==> config.mk <==
export PLATFORM = sky130hd
export DESIGN_NAME = rr_arb16
export DESIGN_NICKNAME = d
export VERILOG_FILES = /design/src/rtl/rr_arb16.sv
export SDC_FILE = /design/constraint.sdc
export NUM_CORES = 1
export LEC_CHECK = 0
export ABC_AREA = 1
export ABC_CLOCK_PERIOD_IN_PS = 3060
export CORE_MARGIN = 10
export CORE_UTILIZATION = 50
export DETAILED_ROUTE_END_ITERATION = 7
export PLACE_DENSITY = 0.86
export SLEW_MARGIN = 15
export SYNTH_ARGS = -nofsm -noshare
export SYNTH_HDL_FRONTEND = slang
export SYNTH_SLANG_ARGS = --single-unit
export TNS_END_PERCENT = 1
==> constraint.sdc <==
create_clock -name clk -period 3.06 [get_ports clk]
set_input_delay 0.612 -clock clk [delete_from_list [all_inputs] [get_ports clk]]
set_output_delay 0.612 -clock clk [all_outputs]
set_load 0.005 [all_outputs]
==> src/rtl/rr_arb16.sv <==
`default_nettype none
// ============================================================================
//  Module   : rr_arb16
//  Purpose  : 16-way round-robin arbiter with a bounded hold time. A grant is
//             issued one cycle after a request is seen in IDLE. It is held until
//             the grantee pulses done, drops its request, or has held the grant
//             for MAX_HOLD cycles. Every release is followed by at least one
//             idle cycle. Priority then rotates to the requester after the one
//             just released.
//  Ports    : clk          - clock; all state changes on the rising edge
//             rst          - synchronous active-high reset
//             req[15:0]    - level-sensitive request, one bit per requester
//             done         - release strobe from the current grantee
//             grant_idx    - binary index of the current/last grantee
//             grant[15:0]  - one-hot decode of grant_idx while grant_valid=1
//             grant_valid  - a grant is being held
//             expired      - one-cycle pulse after a forced timeout release
//  Revision : 1.0 - initial release
// ============================================================================
module rr_arb16 #(
   parameter int MAX_HOLD = 8
) (
   input  logic        clk,
   input  logic        rst,
   input  logic [15:0] req,
   input  logic        done,
   output logic [3:0]  grant_idx,
   output logic [15:0] grant,
   output logic        grant_valid,
   output logic        expired
);

   localparam logic [0:0] IDLE  = 1'b0;
   localparam logic [0:0] GRANT = 1'b1;

   localparam logic [3:0] c_max_hold = 4'(MAX_HOLD);

   if (MAX_HOLD < 1 || MAX_HOLD > 15) begin : g_bad_max_hold
      $error("rr_arb16: MAX_HOLD must be in 1..15");
   end

   logic [0:0]  state_q,       state_d;
   logic [3:0]  ptr_q,         ptr_d;
   logic [3:0]  grant_idx_q,   grant_idx_d;
   logic [15:0] grant_q,       grant_d;
   logic        grant_valid_q, grant_valid_d;
   logic        expired_q,     expired_d;
   logic [3:0]  hold_q,        hold_d;

   logic [3:0]  w_pick;
   logic [3:0]  w_cand;
   logic        w_timeout;
   logic        w_req_drop;
   logic        w_release;

   // Circular search from ptr. The loop runs from the farthest candidate
   // down to ptr itself, so the last hit written is the closest one.
   always_comb begin
      w_pick = ptr_q;
      w_cand = ptr_q;
      for (int i = 15; i >= 0; i--) begin
         w_cand = ptr_q + 4'(i);
         if (req[w_cand]) begin
            w_pick = w_cand;
         end
      end
   end

   assign w_timeout  = (hold_q == c_max_hold);
   assign w_req_drop = ~req[grant_idx_q];
   assign w_release  = done | w_req_drop | w_timeout;

   always_comb begin
      state_d       = state_q;
      ptr_d         = ptr_q;
      grant_idx_d   = grant_idx_q;
      grant_valid_d = grant_valid_q;
      hold_d        = hold_q;
      expired_d     = 1'b0;

      case (state_q)
         IDLE: begin
            if (|req) begin
               grant_idx_d   = w_pick;
               grant_valid_d = 1'b1;
               hold_d        = 4'd1;
               state_d       = GRANT;
            end
         end
         GRANT: begin
            if (w_release) begin
               grant_valid_d = 1'b0;
               ptr_d         = grant_idx_q + 4'd1;
               hold_d        = 4'd0;
               state_d       = IDLE;
               // Timeout is reported only when it is the sole cause; done or
               // a dropped request make the release a normal one.
               expired_d     = w_timeout & ~done & ~w_req_drop;
            end else begin
               hold_d        = hold_q + 4'd1;
            end
         end
         default: begin
            state_d       = IDLE;
            grant_valid_d = 1'b0;
         end
      endcase

      grant_d = grant_valid_d ? (16'h0001 << grant_idx_d) : 16'h0000;
   end

   always_ff @(posedge clk) begin
      if (rst) begin
         state_q       <= IDLE;
         ptr_q         <= 4'd0;
         grant_idx_q   <= 4'd0;
         grant_q       <= 16'h0000;
         grant_valid_q <= 1'b0;
         expired_q     <= 1'b0;
         hold_q        <= 4'd0;
      end else begin
         state_q       <= state_d;
         ptr_q         <= ptr_d;
         grant_idx_q   <= grant_idx_d;
         grant_q       <= grant_d;
         grant_valid_q <= grant_valid_d;
         expired_q     <= expired_d;
         hold_q        <= hold_d;
      end
   end

   assign grant_idx   = grant_idx_q;
   assign grant       = grant_q;
   assign grant_valid = grant_valid_q;
   assign expired     = expired_q;

endmodule
`default_nettype wire

Yosys cells after proc, flatten, opt, wreduce, memory -nomap -nowiden
Cells that the tools add are included.
Storage, ports and cells
  output and inout port bits: 22
  register bits after elaboration: 31
Cells by class
  bitwise operators: 9
  add/subtract/negate cells: 17
  muxes and demuxes: 61
  equality and inequality tests: 2
  reductions and logical operators: 4
  shift-type cells: 1
  magnitude comparators: 17
Operators with widths (count)
  < comparator 4 x 5 -> 1 bit (second input constant): 17
  2-to-1 mux 4 bit: 20
  binary-select mux 1 bit (select 4 bit): 17
  adder 4 bit (second input constant): 8
  2-to-1 mux 1 bit: 21
  adder 4 x 3 -> 4 bit (second input constant): 4
  OR reduction 16 bit: 1
  left shift 1 x 4 -> 16 bit (first input constant): 1
  adder 4 x 1 -> 4 bit (second input constant): 3
  adder 4 x 2 -> 4 bit (second input constant): 2
  one-hot mux 4 bit (2 select lines): 1
  inverter 1 bit: 5
  == test 4 bit (second input constant): 1
  one-hot mux 1 bit (2 select lines): 2
  OR reduction 3 bit: 1
  AND 1 bit: 2
  != test 2 bit (second input constant): 1
  bitwise OR 1 bit: 2
  AND reduction 2 bit: 1
  OR reduction 2 bit: 1

Logic depth before layout (Yosys ltp)
Gate-level depths: netlist of the first run.
  word-level depth: 22
  mapped depth: 32
  depth with buffers taken out: 31

Worst setup path before layout of the first run
OpenSTA, ideal clock, no wires.
  path type: flip-flop to flip-flop
  start point: reg ptr_q[1]
  end point: reg grant_q[14], in the netlist grant[14]
  setup slack: 0.176 ns
  cell stages (with the launch flop): 31
  setup time: 0.067 ns
  arrival time: 2.818 ns
  data required time: 2.993 ns
  buffers on the path: 2
  clock period less this slack: 2.884 ns
  path through: dfxtp_1 -> inv_1 -> buf_2 -> ha_1 -> inv_1 -> buf_4 -> nand3_1 -> nand3_1 -> nand2_1 -> nand2_2 -> nand2_4 -> inv_2 -> o21ai_1 -> inv_1 -> nand2_1 -> nand2_1 -> nand2_1 -> nand2_1 -> nand2_1 -> nand2_1 -> nand2_1 -> nand2_1 -> nand2_1 -> nand2_1 -> nand2_1 -> nand2_1 -> nand2_2 -> nand2_1 -> o21ai_2 -> nand3_1 -> nor2_1
On the way
  cells in the longest elaborated chain, start to end: 22
RTL lines
  from (decl): line 43  | logic [3:0] ptr_q, ptr_d;
  from (signal assigned): line 123  | ptr_q <= ptr_d;
  adder 4 bit: line 62  | w_cand = ptr_q + 4'(i);
  binary-select mux 1 bit (select 4 bit): line 63  | if (req[w_cand]) begin
  2-to-1 mux 1 bit (not written as such): line 63
  2-to-1 mux 4 bit (15 in series): line 63
  2-to-1 mux 4 bit (*): line 63
  2-to-1 mux 4 bit (*): line 83  | if (|req) begin
  2-to-1 mux 4 bit (*): line 81  | case (state_q)
  left shift 1 x 4 -> 16 bit (*): line 109  | grant_d = grant_valid_d ? (16'h0001 << grant_idx_d) : 16'h0000;
  to (signal assigned): line 125  | grant_q <= grant_d;
  to (decl): line 45  | logic [15:0] grant_q, grant_d;
Mark *: on every way between the ends. The rest lies on a longest branch, timed or not. The select of a mux whose other input is x is not followed.
A chain may end at the register's enable or synchronous reset.

Worst setup path in the final report of the first run
  start point: reg ptr_q[1]
  end point: reg grant_q[5], in the netlist grant[5]
The elaborated chain is that of the path after synthesis.

==> impl_metrics.json, run 1 <==
{
  "crit_arrival_ps": 3110,
  "cts_root_buf": "clkbuf_8",
  "yosysSeqAreaShare": 0.2076,
  "dpl_cell_area_um2": 3672,
  "rows": 28,
  "status": "complete, but fails checks",
  "antenna_found_initial": 0,
  "grt.overflow.total": 0,
  "via_count": 3838,
  "vias_per_cell": 5.652,
  "diodes": 0,
  "ctsHoldBuffers": 0,
  "gp_routability_congestion": 1.001,
  "maxSlewViolCount": 0,
  "clock_path_buffers": 2,
  "end_kind": "flop",
  "nets": 633,
  "synth_edf_count": 0,
  "layout-drive-gt1-share": 0.2334,
  "synth_top_cell_area_share": 0.2248,
  "clkTransAtPathRegs_ps": 60,
  "failed_checks": "design-rule violations",
  "syn_to_final_growth_pct": 41.06,
  "fp.dieH_um": 97.32,
  "drt_wl_total_mm": 10.99,
  "drt-pass1-iter-count": 8,
  "detail-route-antenna-nets": 0,
  "endpoint": "grant[5]",
  "io_pins": 41,
  "synth_most_common_cell": "nand2_1",
  "ir_drop_mv": 0.6382,
  "drcViolationCount": 1,
  "hold_path_class": "reg -> reg",
  "synth.ff_latch_count": 31,
  "die_w_um": 97.32,
  "synth_common_cells": "nand2_1 (179), nand3_1 (75), inv_1 (56), nor2_1 (44), a21oi_1 (36)",
  "power_w": 0.005067,
  "grt_max_degree": 19,
  "crit_fanout": 11,
  "io_buffers": 40,
  "ys_async_sr_fraction": 0,
  "ys_warn_count": 0,
  "grt_pass1_vias": 3527,
  "nFillCells": 430,
  "numCtsBuffers": 5,
  "hpwl_mm": 7.560,
  "yosys.area.top_type": "nand2_1",
  "fin_crit_sh": 0.9462,
  "synth_area_leaders": "nand2_1 (22%), dfxtp_1 (21%), nand3_1 (13%)",
  "syn-num-nets": 550,
  "critPathKind": "reg -> reg",
  "clock-skew-final_ps": 5.139,
  "wl_per_cell_um": 16.19,
  "netlist_instances": 521,
  "synth.distinct_cells": 38,
  "critPathRequiredTime_ps": 3280,
  "fin_area_um2": 4217,
  "grt_pass1_wl_mm": 15.95,
  "leakage_nw": 2.207,
  "drtIter0Drc": 372,
  "cts_tree": "built",
  "syn-cell-area_um2": 2989,
  "syn_avg_cell_area_um2": 5.737,
  "period_needed_ps": 2895,
  "setup_viol": 0,
  "fmax_mhz": 345.4,
  "reg2reg_to": "grant[5]",
  "hold_viol_final": 0,
  "r2r_setup_slack_ps": 160,
  "power_density_nw_per_um2": 1202,
  "reg2regPathDepth": 27,
  "cap_violations": 0,
  "htree_levels": 2,
  "initial_core_util": 0.5109,
  "die_area_um2": 9471,
  "slew_headroom": 0.6711,
  "finalSetupTns_ps": 0,
  "worstSkewPairLatency_ps": 280,
  "cp-start-kind": "flop",
  "core-area_um2": 5851,
  "worstReg2RegStart": "ptr_q[1]",
  "clkSinkCount": 31,
  "startpoint": "ptr_q[1]",
  "grt.total_usage": 0.1935,
  "ys.flop_type": "dfxtp_1",
  "tightest_slew_ps": 492.7
}
## worst min path at each step
stage | from | to | slack, ps | depth (start not counted)
global placement | hold_q[3] | hold_q[3] | 480 | 2
global route | hold_q[3] | hold_q[3] | 540 | 2
detailed placement | hold_q[3] | hold_q[3] | 490 | 2
CTS | hold_q[3] | hold_q[3] | 500 | 2
finish | hold_q[3] | hold_q[3] | 500 | 2
floorplan | hold_q[3] | hold_q[3] | 470 | 2
## state kept, by name (all words and copies together) (netlist names)
| name | flops |
|---|---|
| grant | 16 |
| grant_idx | 4 |
| hold_q | 4 |
| ptr_q | 4 |
| expired | 1 |
| grant_valid | 1 |
| state_q | 1 |
## report_power, final
part	total [W]	leakage, nW	internal [W]	switching (W)
sequential	0.000578	0.254	0.000481	0.0000970
clock	0.000319	0.0470	0.000176	0.000143
combinational	0.00417	1.91	0.00154	0.00263
## cell type report
class,instances,area [um2],area share
Multi-Input combinational cell,417,2336,0.5540
Clock buffer,6,82.58,0.01958
Tap cell,75,93.84,0.02226
Inverter,62,247.7,0.05875
Clock inverter,1,5.005,0.001187
Timing Repair Buffer,87,820.8,0.1947
Sequential cell,31,630.6,0.1496
## worst max-delay path: stages (launching register included)
cell     delay (ps)
dfxtp_4         380
inv_6            50
ha_4            280
buf_6           140
nand3_1         140
nand3_1         150
nand2_2          80
nand2_2         100
nand2_4          80
inv_2            60
o21ai_2          50
nand2_1          70
nand2_1          50
nand2_1          50
nand2_1          40
nand2_1          50
nand2_1          50
nand2_1          50
nand2_1          40
nand2_1          50
nand2_1          50
nand2_1          50
nand2_1          60
nand3_1          80
nand2_2          90
a21oi_4         240
nand3_2         130
nor2_2          140
## logic make-up after synthesis
| group | Yosys count | synth area share |
|---|---|---|
| adders and majority gates | 10 | 0.04186 |
| DFF | 31 | 0.2076 |
| and+or+nand+nor | 328 | 0.4755 |
| xor gates and xnor gates | 9 | 0.03140 |
| AOI/OAI and AO/OA | 70 | 0.1377 |
| buffers and inverters | 73 | 0.1059 |
## repair_timing
action,4_1_cts,5_1_grt
hold endpoints to repair,0,0
resized for setup,1,95
setup buffers,0,11
pin swaps,0,23
setup endpoints to repair,3,19
## metal layers
| metal | up-vias | global-route usage | part of all wire |
|---|---|---|---|
| li1 | 1846 | - | - |
| met1 | 1724 | 0.2245 | 0.39 |
| met2 | 217 | 0.3534 | 0.50 |
| met3 | 51 | 0.02845 | 0.079 |
| met4 | 0 | 0.05928 | 0.037 |
| met5 | - | 0 | 0 |
## placed cells by master (no fill, tap or decap), types with 3 or more instances in the layout
cell / instances
a21oi_1: 35
a21oi_4: 3
buf_4: 43
clkbuf_8: 6
clkdlybuf4s50_1: 24
dfxtp_1: 27
dlymetal6s2s_1: 16
ha_1: 5
ha_4: 3
inv_1: 52
inv_2: 5
inv_4: 4
nand2_1: 166
nand2_2: 23
nand2_4: 6
nand3_1: 62
nand3_2: 17
nor2_1: 36
nor2_2: 7
o211ai_1: 3
o21ai_0: 14
o21ai_1: 3
xor2_1: 3
xor2_4: 3
## through the flow
| step | std cells | util | worst slack, ps | hold WS, ps |
|---|---|---|---|---|
| 2_1_floorplan | 521 | - | 175.7 | 468.2 |
| 3_3_place_gp | 661 | 0.6277 | -68.78 | 482.0 |
| 3_5_place_dp | 661 | 0.6277 | -195.8 | 489.6 |
| 4_1_cts | 668 | 0.6426 | 22.06 | 496.5 |
| 5_1_grt | 679 | 0.7207 | -134.9 | 542.5 |
| 6_report | 679 | 0.7207 | 164.5 | 500.0 |
Note: power is estimated with default switching activity, not from simulation.
==> inputs of run 2 (changes only) <==
--- a/config.mk
+++ b/config.mk
@@ -8,9 +8,9 @@
 export ABC_AREA = 1
 export ABC_CLOCK_PERIOD_IN_PS = 3060
 export CORE_MARGIN = 10
-export CORE_UTILIZATION = 50
+export CORE_UTILIZATION = 46
 export DETAILED_ROUTE_END_ITERATION = 7
-export PLACE_DENSITY = 0.86
+export PLACE_DENSITY = 0.81
 export SLEW_MARGIN = 15
 export SYNTH_ARGS = -nofsm -noshare
 export SYNTH_HDL_FRONTEND = slang
==> impl_metrics.json, run 2 (synthesized netlist as in run 1, its figures left out) <==
{
  "numCtsBuffers": 5,
  "crit_arrival_ps": 3070,
  "cts_tree": "built",
  "gp_routability_congestion": 0.9953,
  "tightest_slew_ps": 549.5,
  "nFillCells": 494,
  "cts_root_buf": "clkbuf_8",
  "period_needed_ps": 2894,
  "cap_violations": 0,
  "initial_core_util": 0.4734,
  "ir_drop_mv": 0.7968,
  "io_buffers": 40,
  "setup_viol": 0,
  "slowest_delay_ps": 370,
  "hold_viol_final": 0,
  "syn_to_final_growth_pct": 42.11,
  "fmax_mhz": 345.6,
  "io_pins": 41,
  "detail-route-antenna-nets": 0,
  "slew_headroom": 0.6332,
  "cp_slowest_cell": "dfxtp_4",
  "drtIter0Drc": 461,
  "diodes": 0,
  "via_count": 3892,
  "hold_path_class": "reg -> reg",
  "final_cell_mix": "nand2_1 (166), nand3_1 (63), inv_1 (52)",
  "core-area_um2": 6314,
  "critPathRequiredTime_ps": 3240,
  "clkSinkCount": 31,
  "maxSlewViolCount": 0,
  "largest_register_ff_count": 16,
  "fp.dieH_um": 100.6,
  "crit_fanout": 8,
  "clock_path_buffers": 2,
  "drt_wl_total_mm": 10.97,
  "grt.overflow.total": 0,
  "antenna_found_initial": 0,
  "layout_commonest_cell": "nand2_1",
  "cpLargestDelayFamily": "simple AND/OR/NAND/NOR gates",
  "whs_ps": 517.8,
  "wl_per_cell_um": 15.92,
  "die_area_um2": 10120,
  "status": "completed",
  "finalSetupTns_ps": 0,
  "vias_per_cell": 5.649,
  "clock-skew-final_ps": 5.777,
  "cp_num_buf_inv": 4,
  "end_kind": "flop",
  "cp-start-kind": "flop",
  "layout-drive-gt1-share": 0.2369,
  "cp_common_cell": "nand2_1",
  "drcViolationCount": 0,
  "critPathKind": "reg -> reg",
  "clkTransAtPathRegs_ps": 70,
  "leakage_nw": 2.253,
  "fin_ws_ps": 166.1,
  "fin_crit_sh": 0.9457,
  "grt_pass1_vias": 3480,
  "drt-pass1-iter-count": 8,
  "rows": 29,
  "nets": 640,
  "place_ws_ps": -236.7,
  "grt_pass1_wl_mm": 16.31,
  "worstSkewPairLatency_ps": 290,
  "rsz0062_at_grt": "yes",
  "grt_max_degree": 19,
  "die_w_um": 100.6,
  "hpwl_mm": 7.461,
  "grt.total_usage": 0.1919,
  "htree_levels": 2,
  "power_density_nw_per_um2": 1217
}
[run 2: worst reg2reg max path: stages, from the launching register on]
cell and delay, ps:
dfxtp_4 370, inv_4 60, buf_6 120, ha_4 260
buf_6 120, nand3_1 90, nand2_1 110, nand2_1 70
nand2_2 120, inv_2 60, a31oi_1 140, o21bai_1 90
nand2_1 60, nand2_1 40, nand2_1 50, nand2_1 40
nand2_1 50, nand2_1 50, nand2_1 50, nand2_1 60
nand2_1 60, nand2_1 50, nand2_1 60, nand2_1 50
nand2_1 150, nand2_1 170, nand2_4 170, nor2_2 70
[run 2: cell type report]
cell class              instances  area (um2)  share of cell area
multi-input cells             417        2278              0.5364
repair buffers                 94       877.1              0.2065
flip-flops and latches         31       633.1              0.1490
inverters                      62       245.2             0.05773
well taps                      77       96.34             0.02268
clock buffers                   6       82.58             0.01944
clock inverters                 2       35.03            0.008247
[run 2: per-layer routing]
layer  part of all wire  track usage  routed length (um)
met1               0.39       0.2331                4329
met2               0.49       0.3248                5335
met3              0.074      0.02812                 809
met4              0.045      0.08587                 492
met5                  0            0                   0
[run 2: final timing paths]
check	startpoint	to	slack [ps]	cells after the start
worst max-delay path	ptr_q[1]	grant[8]	170	27
worst min register to register	hold_q[3]	hold_q[3]	520	2
worst max register to register	ptr_q[1]	grant[8]	170	27
worst min-delay path	hold_q[3]	hold_q[3]	520	2
[run 2: repair_timing]
item,4_1_cts,5_1_grt
hold buffers,0,0
hold endpoints to repair,0,0
pin swaps,2,15
setup buffers,3,13
setup endpoints to repair,16,20
resized for setup,6,78
gates cloned,0,0
[run 2: per-stage QoR]
| stage | instance area (um2) | std cells | util | total power (W) |
|---|---|---|---|---|
| after global routing | 4248 | 689 | 0.6728 | 0.005690 |
| after detailed placement | 3702 | 665 | 0.5864 | 0.004083 |
| after CTS | 3866 | 676 | 0.6124 | 0.004561 |
| final | 4248 | 689 | 0.6728 | 0.005169 |
| after floorplan | 2989 | 521 | - | 0.003155 |
| after global placement | 3702 | 665 | 0.5864 | 0.004024 |
[run 2: power breakdown]
part	leakage [nW]	internal [W]	total, W	switching, W
Combinational	1.94	0.00160	0.00416	0.00256
Sequential	0.255	0.000482	0.000585	0.000103
Clock	0.0612	0.000263	0.000421	0.000158
Total	2.25	0.00235	0.00517	0.00282
==> inputs of run 3 (changes only) <==
--- a/config.mk
+++ b/config.mk
@@ -6,11 +6,11 @@
 export NUM_CORES = 1
 export LEC_CHECK = 0
 export ABC_AREA = 1
-export ABC_CLOCK_PERIOD_IN_PS = 3060
 export CORE_MARGIN = 10
 export CORE_UTILIZATION = 46
 export DETAILED_ROUTE_END_ITERATION = 7
 export PLACE_DENSITY = 0.81
+export SKIP_LAST_GASP = 1
 export SLEW_MARGIN = 15
 export SYNTH_ARGS = -nofsm -noshare
 export SYNTH_HDL_FRONTEND = slang
==> impl_metrics.json, run 3 (synthesized netlist as in run 1, its figures left out) <==
{
  "status": "completed",
  "pwr-share-seq": 0.113,
  "critPathKind": "reg -> reg",
  "cpLargestDelayFamily": "simple AND/OR/NAND/NOR gates",
  "via_count": 3839,
  "setup_viol": 0,
  "fin_crit_sh": 0.9430,
  "cp_slowest_cell": "dfxtp_4",
  "syn_to_final_growth_pct": 42.03,
  "fp.dieH_um": 100.6,
  "place_ws_ps": -236.7,
  "cap_violations": 0,
  "critPathRequiredTime_ps": 3280,
  "clkSinkCount": 31,
  "dp.cells": 665,
  "grt_pass1_wl_mm": 16.31,
  "internal_power_w": 0.002346,
  "cts_tree": "built",
  "rsz0062_at_grt": "yes",
  "cts_root_buf": "clkbuf_8",
  "clock_path_buffers": 2,
  "slowest_delay_ps": 360,
  "final_cell_mix": "nand2_1 (166), nand3_1 (63), inv_1 (52)",
  "switchingPower_w": 0.002815,
  "nets": 640,
  "power_density_nw_per_um2": 1216,
  "drt-pass1-iter-count": 5,
  "tightest_slew_ps": 534.1,
  "antenna_found_initial": 0,
  "grt_max_degree": 19,
  "htree_levels": 2,
  "p_clk_frac": 0.082,
  "post-route-util": 0.6724,
  "fin_ws_ps": 174.4,
  "leakage_nw": 2.253,
  "hold_viol_final": 0,
  "end_kind": "flop",
  "cp-start-kind": "flop",
  "die_area_um2": 10120,
  "rows": 29,
  "numCtsBuffers": 5,
  "clock-skew-final_ps": 6.077,
  "hold_path_class": "reg -> reg",
  "layout-drive-gt1-share": 0.2353,
  "ir_drop_mv": 0.7973,
  "worstSkewPairLatency_ps": 290,
  "cp_num_buf_inv": 4,
  "combPwrFrac": 0.805,
  "maxSlewViolCount": 0,
  "drtIter0Drc": 412,
  "die_w_um": 100.6,
  "hpwl_mm": 7.461,
  "clkTransAtPathRegs_ps": 60,
  "slew_headroom": 0.6434,
  "io_pins": 41,
  "diodes": 0,
  "grt.overflow.total": 0,
  "grt.total_usage": 0.1919,
  "crit_arrival_ps": 3100,
  "cp_common_cell": "nand2_1",
  "drcViolationCount": 0,
  "crit_fanout": 7,
  "core-area_um2": 6314,
  "initial_core_util": 0.4734,
  "layout_commonest_cell": "nand2_1",
  "vias_per_cell": 5.572,
  "period_needed_ps": 2886,
  "grt_pass1_vias": 3480,
  "gp_routability_congestion": 0.9953,
  "wl_per_cell_um": 15.79,
  "fmax_mhz": 346.6,
  "detail-route-antenna-nets": 0,
  "drt_wl_total_mm": 10.88,
  "fin_cells": 689,
  "swShare": 0.5455,
  "io_buffers": 40,
  "largest_register_ff_count": 16
}
==> run 3: worst reg2reg max path: stages (launching register included) <==
cell,delay [ps]
dfxtp_4,360
buf_12,140
ha_1,200
a21oi_2,190
xor2_2,220
inv_1,100
nand2_2,110
nand2_4,70
inv_2,60
o21ai_1,50
inv_1,50
nand2_1,40
nand2_1,60
nand2_1,50
nand2_1,50
nand2_1,50
nand2_1,60
nand2_1,50
nand2_1,60
nand2_1,50
nand2_1,50
nand2_1,50
nand2_1,70
nand2_2,70
a21oi_4,280
nand3_2,160
nor2_2,120
==> run 3: through the flow <==
| stage | hold slack, ps | total power (W) | area [um2] | TNS [ps] |
|---|---|---|---|---|
| finish | 515.9 | 0.005161 | 4245 | 0 |
| global route | 525.2 | 0.005686 | 4245 | -998.3 |
| CTS | 502.7 | 0.004560 | 3866 | -65.52 |
| detailed placement | 495.8 | 0.004083 | 3702 | -3301 |
| global placement | 483.5 | 0.004024 | 3702 | -2528 |
| floorplan | 468.2 | 0.003155 | 2989 | 0 |
==> run 3: cell type report <==
cell class / instances / area (um2)
well taps: 77 / 96.34
clock inverters: 2 / 35.03
clock buffers: 6 / 82.58
multi-input cells: 417 / 2276
fillers: 494 / 2068
flip-flops and latches: 31 / 633.1
inverters: 62 / 245.2
repair buffers: 94 / 877.1
==> run 3: worst paths after layout <==
path | startpoint | end | slack, ps | depth (start not counted)
max reg2reg | ptr_q[1] | grant[10] | 170 | 26
min reg2reg | hold_q[3] | hold_q[3] | 520 | 2
min | hold_q[3] | hold_q[3] | 520 | 2
max | ptr_q[1] | grant[10] | 170 | 26
==> run 3: routing by layer <==
layer,part of all wire,global-route usage,vias up
li1,-,-,1859
met1,0.39,0.2331,1711
met2,0.50,0.3248,226
met3,0.075,0.02812,43
met4,0.041,0.08587,0
met5,0,0,-
==> run 3: timing repair <==
action                                  4_1_cts  5_1_grt
hold buffers                                  0        0
resized for setup                             5       78
buffers inserted                              3       13
endpoints found under the setup margin       16       20
pin swaps                                     2       15
==> run 3: power by group through the flow <==
stage	clock (W)	combinational (W)	sequential [W]
final	0.000421	0.00416	0.000583
after global routing	0.000435	0.00466	0.000593
after detailed placement	0	0.00351	0.000573
after global placement	0	0.00345	0.000575
after floorplan	0	0.00261	0.000549
after CTS	0.000415	0.00358	0.000568
